File: config.mk
export PLATFORM = sky130hd
export DESIGN_NAME = tt_ternary_ctrl
export DESIGN_NICKNAME = d
export VERILOG_FILES = /design/src/rtl/tt_ternary_pkg.sv /design/src/rtl/tt_ternary_ctrl.sv
export SDC_FILE = /design/constraint.sdc
export NUM_CORES = 1
export LEC_CHECK = 0
export CORE_AREA = 2 2 75 77
export CTS_BUF_LIST = sky130_fd_sc_hd__clkbuf_8 sky130_fd_sc_hd__clkbuf_16
export DETAILED_ROUTE_END_ITERATION = 7
export DIE_AREA = 0 0 77 79
export GPL_TIMING_DRIVEN = 0
export PLACE_DENSITY = 0.71
export SYNTH_ARGS = -nofsm -noshare
export SYNTH_HDL_FRONTEND = slang
export SYNTH_SLANG_ARGS = --single-unit
File: constraint.sdc
create_clock -name clk -period 6.7 [get_ports clk]
set_clock_uncertainty 0.2 [all_clocks]
set_input_delay 2.01 -clock clk [delete_from_list [all_inputs] [get_ports clk]]
set_output_delay 2.01 -clock clk [all_outputs]
set_load 0.02 [all_outputs]
File: src/rtl/tt_ternary_pkg.sv
// Shared types and field layout for the ternary job sequencer.
package tt_ternary_pkg;

   typedef enum logic [1:0] {
      S_IDLE    = 2'd0,
      S_LOAD    = 2'd1,
      S_COMPUTE = 2'd2,
      S_DRAIN   = 2'd3
   } state_e;

   localparam int MAX_IN_LEN_DEF  = 16;
   localparam int MAX_OUT_LEN_DEF = 8;

   // cmd_param layout: {in_len-1, out_len-1}
   localparam int OUT_LEN_LSB = 0;
   localparam int OUT_LEN_W   = 3;
   localparam int IN_LEN_LSB  = 3;
   localparam int IN_LEN_W    = 4;
   localparam int PARAM_W     = IN_LEN_W + OUT_LEN_W;

   // Shared beat counter must reach 256 activation vectors
   localparam int CNT_W = 9;

   // Beats in one weight image: each row is an MSB beat followed by an LSB beat
   function automatic logic [CNT_W-1:0] load_beats(input logic [OUT_LEN_W-1:0] out_len_m1);
      return CNT_W'({out_len_m1, 1'b0}) + CNT_W'(2);
   endfunction

   // Activation vectors per job; an encoded 0 stands for 256
   function automatic logic [CNT_W-1:0] nvec_beats(input logic [7:0] nvec);
      return {(nvec == 8'd0), nvec};
   endfunction

endpackage

File: src/rtl/tt_ternary_ctrl.sv
// Job sequencer: gates one weight image into the loader, streams activation
// beats to the matmul, waits out the matmul pipeline, then reports done/err.
module tt_ternary_ctrl
   import tt_ternary_pkg::*;
#(
   parameter int MAX_IN_LEN  = MAX_IN_LEN_DEF,
   parameter int MAX_OUT_LEN = MAX_OUT_LEN_DEF,
   parameter int MM_LATENCY  = 2
) (
   input  logic               clk,
   input  logic               rst_n,
   input  logic               ena,
   input  logic               cmd_start,
   input  logic [PARAM_W-1:0] cmd_param,
   input  logic [7:0]         cmd_nvec,
   input  logic               cmd_skip_load,
   input  logic               in_valid,
   output logic               ld_ena,
   output logic [PARAM_W-1:0] ld_param,
   input  logic               ld_done,
   output logic               mm_valid,
   output logic               mm_last,
   output logic               busy,
   output logic               done,
   output logic               err
);

   // The field layout and counter width are sized for these limits
   if (MM_LATENCY < 1 || MAX_OUT_LEN > (1 << OUT_LEN_W) || MAX_IN_LEN > (1 << IN_LEN_W) ||
       IN_LEN_LSB != OUT_LEN_LSB + OUT_LEN_W) begin : g_param_check
      $error("tt_ternary_ctrl: unsupported parameter combination");
   end

   localparam logic [CNT_W-1:0] DRAIN_LAST = CNT_W'(MM_LATENCY - 1);

   state_e             state_q, state_d;
   logic [CNT_W-1:0]   cnt_q, cnt_d;
   logic [7:0]         nvec_q, nvec_d;
   logic [PARAM_W-1:0] param_q, param_d;
   logic               flag_q, flag_d;
   logic               busy_q, done_q, err_q;
   logic               done_d, err_d;
   logic               beat, load_last, comp_last;

   assign beat      = in_valid & ena;
   assign load_last = (cnt_q + CNT_W'(1)) == load_beats(param_q[OUT_LEN_LSB +: OUT_LEN_W]);
   assign comp_last = (cnt_q + CNT_W'(1)) == nvec_beats(nvec_q);

   assign ld_param = param_q;
   assign busy     = busy_q;
   assign done     = done_q;
   assign err      = err_q;

   // State, shared counter, job latches and registered status outputs
   always_ff @(posedge clk or negedge rst_n) begin
      if (!rst_n) begin
         state_q <= S_IDLE;
         cnt_q   <= '0;
         nvec_q  <= '0;
         param_q <= '0;
         flag_q  <= 1'b0;
         busy_q  <= 1'b0;
         done_q  <= 1'b0;
         err_q   <= 1'b0;
      end else begin
         state_q <= state_d;
         cnt_q   <= cnt_d;
         nvec_q  <= nvec_d;
         param_q <= param_d;
         flag_q  <= flag_d;
         busy_q  <= (state_d != S_IDLE);
         done_q  <= done_d;
         err_q   <= err_d;
      end
   end

   // Next-state, counter and pulse decisions
   always_comb begin
      state_d = state_q;
      cnt_d   = cnt_q;
      nvec_d  = nvec_q;
      param_d = param_q;
      flag_d  = flag_q;
      done_d  = 1'b0;
      err_d   = 1'b0;
      unique case (state_q)
         S_IDLE: begin
            if (cmd_start && ena) begin
               param_d = cmd_param;
               nvec_d  = cmd_nvec;
               cnt_d   = '0;
               flag_d  = 1'b0;
               state_d = cmd_skip_load ? S_COMPUTE : S_LOAD;
            end
         end
         S_LOAD: begin
            flag_d = flag_q | ld_done;
            if (beat) begin
               if (load_last) begin
                  cnt_d = '0;
                  if (flag_q || ld_done) begin
                     state_d = S_COMPUTE;
                  end else begin
                     err_d   = 1'b1;
                     state_d = S_IDLE;
                  end
               end else begin
                  cnt_d = cnt_q + CNT_W'(1);
               end
            end else if (cnt_q != '0) begin
               // The loader cannot stall once a load is open
               err_d   = 1'b1;
               cnt_d   = '0;
               state_d = S_IDLE;
            end
         end
         S_COMPUTE: begin
            if (beat) begin
               if (comp_last) begin
                  cnt_d   = '0;
                  state_d = S_DRAIN;
               end else begin
                  cnt_d = cnt_q + CNT_W'(1);
               end
            end
         end
         S_DRAIN: begin
            if (ena) begin
               if (cnt_q >= DRAIN_LAST) begin
                  cnt_d   = '0;
                  done_d  = 1'b1;
                  state_d = S_IDLE;
               end else begin
                  cnt_d = cnt_q + CNT_W'(1);
               end
            end
         end
         default: state_d = S_IDLE;
      endcase
      // A request while busy is rejected; done takes precedence so the pulses never overlap
      if (cmd_start && state_q != S_IDLE && !done_d) begin
         err_d = 1'b1;
      end
   end

   // Beat strobes follow in_valid combinationally so data and enable share a cycle
   always_comb begin
      ld_ena   = 1'b0;
      mm_valid = 1'b0;
      mm_last  = 1'b0;
      unique case (state_q)
         S_LOAD:    ld_ena = beat;
         S_COMPUTE: begin
            mm_valid = beat;
            mm_last  = beat & comp_last;
         end
         default: ;
      endcase
   end

endmodule

==> qor.csv <==
stage,metric,value,unit
run_status,status,completed,
timing,slew_headroom,42.7,%
route,highest_layer,met4,
cts,cts_tree,built,
floorplan,initial_core_util,38.8,%
finish,fin_area,0.00258,sq mm
power,power.switching,420,uW
route,m1WireLength,2.49,mm
cts,h-tree-depth,2,
finish,utilization,48.3,%
power,p_sw_share,43.5,%
finish,nets,310,
synthesis,synthTopCellsByCount,"nand2_1 (49), dfrtp_1 (30), a21oi_1 (18)",
placement,io_buffers,33,
worst_hold_path,hold_class,reg -> reg,
route,wire_per_inst,15.1,microns
synthesis,yosysTopAreaCellShare,36.2,%
timing,worst_pin_slew,0.838,ns
power,combPwrFrac,51.8,%
synthesis,syn_area_per_cell,8.49,sq um
timing,max_freq,0.161,GHz
placement,placed_cell_area,0.00249,sq mm
cts,post_cts_buffers,0,
placement,place_congestion,0.960,
cts,numCtsBuffers,5,
cts,postCtsHoldBufs,0,
global_routing,grt_use_total,19.3,%
synthesis,ys_top_cells_by_area,"dfrtp_1 (36%), nand2_1 (8.9%), xnor2_1 (5.9%)",
synthesis,syn_inst,244,
timing,finalMaxSlewViolations,0,
floorplan,io_pins,35,
route,met3WireLength,312,microns
worst_setup_path,crit_type,in -> out,
power,cellLeakagePower,0.00112,uW
global_routing,antenna_found_initial,0,
floorplan,die_area,0.00608,sq mm
finish,n_antenna_cell,0,
route,via_per_inst,5.52,
run,maxCapViolCount,0,
cts,clk_pin_slew,0.06,ns
global_routing,grt_max_degree,31,
worst_setup_path,path_max_fanout,5,
synthesis,syn_area,0.00207,sq mm
finish,drive_gt1_share,5.96,%
global_routing,grt_pass1_vias,1874,
timing,setup_violations,0,
power,internal_power,545,uW
power,power_frac_clock,15.7,%
timing,tns,0,ns
cts,clk_path_buf_depth,2,
cts,clock_latency,0.29,ns
floorplan,num_rows,27,
synthesis,syn_nets,270,
timing,rsz0062_at_grt,no,
power,power,965,uW
synthesis,synth_top_cell_by_area,dfrtp_1,
worst_setup_path,crit_arrival,3.99,ns
route,wl,5.38,mm
synthesis,synth.most_common_cell,nand2_1,
floorplan,die_x,77,microns
floorplan,die_h,79,microns
route,drtIter0Drc,158,
synthesis,synth_warnings,0,
synthesis,ys_ff_latch,30,
timing,finalCriticalPeriod,6.20,ns
worst_setup_path,cp-start-kind,input pin,
route,firstDrtPassIters,4,
finish,area.growth.synth_to_final,24.5,%
timing,hold_viol,0,
cts,clkSinkCount,30,
global_routing,grt_first_pass_wirelength,9.31,mm
power,power_density,374,mW/mm^2
route,num_vias,1972,
synthesis,synth_ff_type,dfrtp_1,
synthesis,synth.distinct_cells,51,
floorplan,core_area,0.00534,sq mm
cts,clock-root-buffer,clkbuf_8,
power,peakVddDrop,221,uV
synthesis,async_flop_share,100,%
worst_setup_path,end_kind,primary output,
route,routed-wl-met2,2.51,mm
global_routing,overflow,0,
cts,cts_resized,0,
route,detail_route.drc_violations,0,
worst_setup_path,crit_required,4.49,ns
route,drtAntennaViolNets,0,
synthesis,synth_edf_count,0,
synthesis,ys_seq_area_share,36.2,%
placement,place_hpwl,3.97,mm
timing,post-route-period-util,92.6,%
power,seqPwrFrac,32.5,%
-- stage by stage --
step                setup slack [ns]  hold WS, ns  instances
detailed placement             0.517        0.268        349
floorplan                       1.10        0.288        244
global placement               0.514        0.262        349
global route                   0.356        0.323        357
CTS                            0.502        0.289        357
finish                         0.496        0.284        357
-- state kept, by name, summed over array words and instances, names as in the netlist --
register	count
flag_q	1
nvec_q	8
busy	1
state_q	2
err	1
ld_param	7
done	1
cnt_q	9
-- logic make-up (layout without fill, tap and decap cells) --
logic type	count (synthesis)	in the layout	synth area share [%]
simple gates	111	111	26.5
compound gates	51	51	17.2
flops	30	30	36.2
xor+xnor	22	22	11.4
buf+inv	22	63	4.35
fa+ha+maj	4	4	2.42
mux	4	4	1.93
-- final cells by class --
class / instances / area [sq um]
repair buffers: 33 / 325
fillers: 540 / 2760
well taps: 72 / 90.1
flip-flops and latches: 30 / 751
inverters: 9 / 33.8
plain buffers: 13 / 56.3
clock inverters: 2 / 8.76
multi-input cells: 192 / 1230
clock buffers: 6 / 82.6
-- cell usage in the layout, fill, tap and decap left out, types with 3 or more instances in the layout --
| master | n |
|---|---|
| nand2_1 | 49 |
| clkdlybuf4s50_1 | 32 |
| dfrtp_1 | 30 |
| a21oi_1 | 18 |
| xnor2_1 | 14 |
| nor3_1 | 14 |
| nor2_1 | 11 |
| nand3_1 | 11 |
| inv_1 | 10 |
| clkbuf_1 | 9 |
| clkbuf_8 | 6 |
| nand4_1 | 5 |
| xor2_1 | 5 |
| buf_2 | 4 |
| and3_1 | 4 |
| mux2i_1 | 4 |
| ha_1 | 4 |
| o211ai_1 | 3 |
| nor4_1 | 3 |
| o21a_1 | 3 |
| nor2b_1 | 3 |
-- final timing paths --
| kind | depth (start not counted) | slack [ns] | to | from |
|---|---|---|---|---|
| setup / recovery | 7 | 0.50 | mm_last | in_valid |
| hold / removal | 2 | 0.28 | ld_param[3] | ld_param[3] |
| setup reg to reg | 8 | 3.57 | err | cnt_q[0] |
| hold reg to reg | 2 | 0.28 | ld_param[3] | ld_param[3] |
| max in group asynchronous | 1 | 4.32 | ld_param[4] | rst_n |
| min in group asynchronous | 1 | 1.55 | err | rst_n |
-- routing by layer --
layer / vias to the layer above / GRT usage [%]
met1: 937 / 26.9
li1: 953 / -
met5: - / 0
met2: 74 / 30.9
met3: 8 / 3.18
met4: 0 / 6.43
-- power by group through the flow --
| stage | combinational, uW | clock (uW) | sequential [uW] |
|---|---|---|---|
| final | 500 | 152 | 313 |
| after global placement | 485 | 0 | 316 |
| after CTS | 500 | 154 | 313 |
| after floorplan | 318 | 0 | 332 |
| after detailed placement | 498 | 0 | 315 |
| after global routing | 555 | 159 | 323 |
-- critical path: stages --
cell and delay (ns):
clkdlybuf4s50_1 0.53, nand2_1 0.15, nor3_1 0.24, nor3b_1 0.24, nand3_1 0.16, inv_1 0.08
clkdlybuf4s50_1 0.59
(Power assumes the default switching activity.)
==> variant 1, RTL diff (same settings) <==
Register the output `ld_param` once more, cleared by the reset; this adds one clock of latency there. The other outputs are not delayed to match.
--- a/src/rtl/tt_ternary_ctrl.sv
+++ b/src/rtl/tt_ternary_ctrl.sv
@@ -46,7 +46,13 @@
    assign load_last = (cnt_q + CNT_W'(1)) == load_beats(param_q[OUT_LEN_LSB +: OUT_LEN_W]);
    assign comp_last = (cnt_q + CNT_W'(1)) == nvec_beats(nvec_q);
 
-   assign ld_param = param_q;
+   always_ff @(posedge clk or negedge rst_n) begin
+      if (!rst_n) begin
+         ld_param <= '0;
+      end else begin
+         ld_param <= param_q;
+      end
+   end
    assign busy     = busy_q;
    assign done     = done_q;
    assign err      = err_q;
Function: changed (a bounded check fails within 4 cycles, from zero or initial values and one cycle with rst_n low).
==> variant 1 against the original RTL <==
Wire length shrank 20%; sequential cell count grew 7; final area grew 2.5%; total power grew 2.3%; worst setup slack lost 0.18 ns; synthesized area grew 2.8%; fmax shrank 2.9%; largest cell class unchanged; largest power group unchanged.
==> variant 1: results (changes against the original RTL) <==
* Worst EP required at 4.49 ns (about the same)
* Pwr Density at 373.6 nW/µm² (-0.22%)
* Footprint of the multi-input gates at 1131 µm² (-8.1%)
* Cell area after synthesis at 2131 µm² (+2.8%)
* Yosys reg bits at 37 (+23%)
* Cell variety after synth at 52 (+2.0%)
* Vias after detailed routing at 1669 (-15%)
* Hold path start: param_q[5]
* Clock Sinks at 37 (+23%)
* Synthesized area per cell at 10.45 µm² (+23%)
* CTS buffer count at 5 (unchanged)
* Port Buffer Count at 34 (+3.0%)
* Iter 0 DRT Violations at 91 (-42%)
* Non-clock buffer share at 0.1448 (-0.003169)
* GP Congestion at 0.8326 (-13%)
* DR WL/cell at 13.60 µm (-9.8%)
* Layout fillers at 521 (-3.5%)
* Place WS at 0.3535 ns (-0.1637 ns)
* Seq. cell area at 925.9 µm² (+23%)
* Non-clk bufs at 43 (-6.5%)
* Max incr delay on CP at 0.67 ns (+0.08 ns)
* Clock-cell share at 0.03313 (-0.002292)
* Critical Path Source: ena
* Sequential fraction of the synthesis area at 0.4345 (+0.07221)
* HPWL Detailed at 3210 µm (-19%)
* Maximum fanout along the worst path at 8 (+3)
* Syn_nets at 230 (-15%)
* Multi-input combinational area share at 0.4278 (-0.04961)
* Worst VDD drop at 0.0001626 V (-27%)
* Number of global-route vias before repair at 1615 (-14%)
* Placed cell area at 2556 µm² (+2.6%)
* NetSw at 379.6 µW (-9.6%)
* Clock share of power at 0.155 (-0.002)
* First-pass GRT wire length at 7452 µm (-20%)
* Vias/cell at 5.248 (-5.0%)
* Post-synth top cells: 37 x dfrtp_1, 16 x nor2_1, 15 x mux2_2
* Layout cells sized above 1 at 0.1585 (+0.09889)
* Multi-input gates at 151 (-21%)
* P_seq at 376 µW (+20%)
* Nets at 271 (-13%)
* Outcome: completed
* Ranking of synthesized cells by area: dfrtp_1 43%, mux2_2 7.9%, o21ai_0 3.3%
* Rel. slew slack at 0.4487 (+0.02164)
* Placed cell count at 310 (-11%)
==> variant 1: cell types whose count changed in the layout (fill, tap and decap cells not counted), sizes merged, moves of 5 or more <==
cell / before / now
nand2: 49 / 14
o21ai: 5 / 15
nor2: 11 / 16
mux2: 0 / 15
xnor2: 14 / 7
a21oi: 18 / 3
nand3: 12 / 6
clkbuf: 15 / 9
dfrtp: 30 / 37
==> variant 1: final timing paths <==
kind | endpoint | depth (start not counted) | slack [ns]
setup / recovery | mm_last | 6 | 0.31
hold / removal | ld_param[5] | 0 | 0.18
setup reg to reg | busy | 10 | 3.46
hold reg to reg | ld_param[5] | 0 | 0.18
max in group asynchronous | cnt_q[2] | 1 | 4.17
min in group asynchronous | cnt_q[8] | 1 | 1.60
==> variant 1: kinds of logic (layout without fill, tap and decap cells) <==
| family | count (synthesis) | count (layout) | share of synthesized area |
|---|---|---|---|
| compound gates | 37 | 37 | 0.1221 |
| xor+xnor | 13 | 13 | 0.07046 |
| fa+ha+maj | 4 | 4 | 0.02349 |
| buf+inv | 16 | 58 | 0.03464 |
| flops | 37 | 37 | 0.4345 |
| mux | 18 | 18 | 0.09336 |
| simple gates | 79 | 79 | 0.2214 |
==> variant 1: worst register-to-register path, stage by stage, from the launching register on <==
cell and delay, ns:
dfrtp_1 0.37, buf_2 0.23, inv_1 0.07, ha_1 0.35, xor2_1 0.16, nand2_1 0.07
or4b_4 0.50, a2111oi_4 0.42, nor3_2 0.14, or3_4 0.40, or2_1 0.21
==> variant 1: per-layer routing <==
layer | part of all wire | GRT usage
met1 | 0.46 | 0.2042
met2 | 0.48 | 0.2535
met3 | 0.036 | 0.03295
met4 | 0.024 | 0.07143
met5 | 0 | 0
==> variant 2, RTL diff (config.mk and constraints unchanged) <==
Made on the original files. The output `busy` loses its register stage (`busy_q` becomes a continuous assignment).
--- a/src/rtl/tt_ternary_ctrl.sv
+++ b/src/rtl/tt_ternary_ctrl.sv
@@ -59,7 +59,6 @@
          nvec_q  <= '0;
          param_q <= '0;
          flag_q  <= 1'b0;
-         busy_q  <= 1'b0;
          done_q  <= 1'b0;
          err_q   <= 1'b0;
       end else begin
@@ -68,11 +67,12 @@
          nvec_q  <= nvec_d;
          param_q <= param_d;
          flag_q  <= flag_d;
-         busy_q  <= (state_d != S_IDLE);
          done_q  <= done_d;
          err_q   <= err_d;
       end
    end
+
+   assign busy_q = (state_d != S_IDLE);
 
    // Next-state, counter and pulse decisions
    always_comb begin
Formal check against the unedited RTL: not equivalent (Yosys sat finds a counterexample within 4 cycles, from zero or initial values and one cycle with rst_n low).
==> variant 2 against the original RTL <==
Sequential cell count down 1; wire length decreased by 0.13%; hold slack got worse by 0.0033 ns; largest cell class unchanged; final area decreased by 1.2%; largest power group unchanged; register-to-register slack worse by 0.08 ns; total power is 1.3% lower; synthesized area down 1.2%; worst setup slack lost 0.080 ns.
==> variant 2: results (changes against the original RTL) <==
* Outcome: completed
* Nets at 309 (-0.32%)
* Hold WS at 0.2809 ns (-0.003338 ns)
* Iter 0 DRT Violations at 222 (+41%)
* Ranking of synthesized cells by area: dfrtp_1 35%, nand2_1 9.0%, xnor2_1 6.0%
* Switch share at 0.4368 (+0.001688)
* Final Cycle Share at 0.9379 (+0.01190)
* Synth Area in XOR/XNOR at 0.1155 (+0.001395)
* Combinational fraction of design power at 0.527 (+0.009)
* WP data arrival at 4.07 ns (+0.08 ns)
* GP Congestion at 0.9533 (-0.65%)
* First-pass GRT wire length at 9190 µm (-1.3%)
* Maximum fanout along the worst path at 5 (unchanged)
* Fin cells at 355 (-0.56%)
* Post-Synthesis Cells at 243 (-0.41%)
* Placed cell count at 348 (-0.29%)
* Post-synth top cells: 49 x nand2_1, 29 x dfrtp_1, 18 x a21oi_1
* Layout cells sized above 1 at 0.05654 (-0.003112)
* # Post-CTS Setup Buffers at 0 (unchanged)
* FF-to-FF End: cnt_q[6]
* Layout fillers at 540 (unchanged)
* Syn_nets at 269 (-0.37%)
* HPWL Detailed at 3956 µm (-0.47%)
* Fraction of the mapped netlist area in compound gates at 0.1736 (+0.002097)
* Sequential fraction of the synthesis area at 0.3545 (-0.007796)
* Post-Synth Adder-Cell Area at 0.02445 (+0.0002953)
* R2r startpoint: cnt_q[0]
* Tot GR Track Use at 0.1893 (-0.003920)
* Mux cell area share after synthesis at 0.01956 (+0.0002362)
* Worst VDD drop at 0.0002342 V (+5.8%)
* DR WL/cell at 15.14 µm (+0.43%)
* P_seq at 305 µW (-3%)
* Vias/cell at 5.377 (-2.6%)
* Rel. slew slack at 0.4406 (+0.01359)
* FF-to-FF setup slack at 3.49 ns (-0.08 ns)
* Placed cell area at 2467 µm² (-1.0%)
* Reg power frac at 0.320 (-0.005)
* Leakage at 1.101 nW (-1.3%)
* Place WS at 0.4382 ns (-0.07899 ns)
* Critical Path Sink: busy
## variant 2: cell types whose count changed in the layout (fill, tap and decap cells not counted)
cell | unedited run | this run
dfrtp_1 | 30 | 29
clkinv_2 | 1 | 0
## variant 2: metal layers
| layer | routed length, µm | track usage | vias to the layer above |
|---|---|---|---|
| met5 | 0 | 0 | - |
| met1 | 2547 | 0.2589 | 887 |
| met3 | 268 | 0.03409 | 10 |
| met2 | 2489 | 0.3175 | 65 |
| met4 | 71 | 0.03750 | 0 |
| li1 | - | - | 947 |
## variant 2: cell type report
cell class / instances / area, µm² / share of cell area
clock inverters: 1 / 3.754 / 0.001473
plain buffers: 13 / 56.30 / 0.02209
clock buffers: 6 / 82.58 / 0.03240
flip-flops and latches: 29 / 725.7 / 0.2847
multi-input cells: 192 / 1231 / 0.4831
well taps: 72 / 90.09 / 0.03535
repair buffers: 33 / 325.3 / 0.1276
inverters: 9 / 33.78 / 0.01325
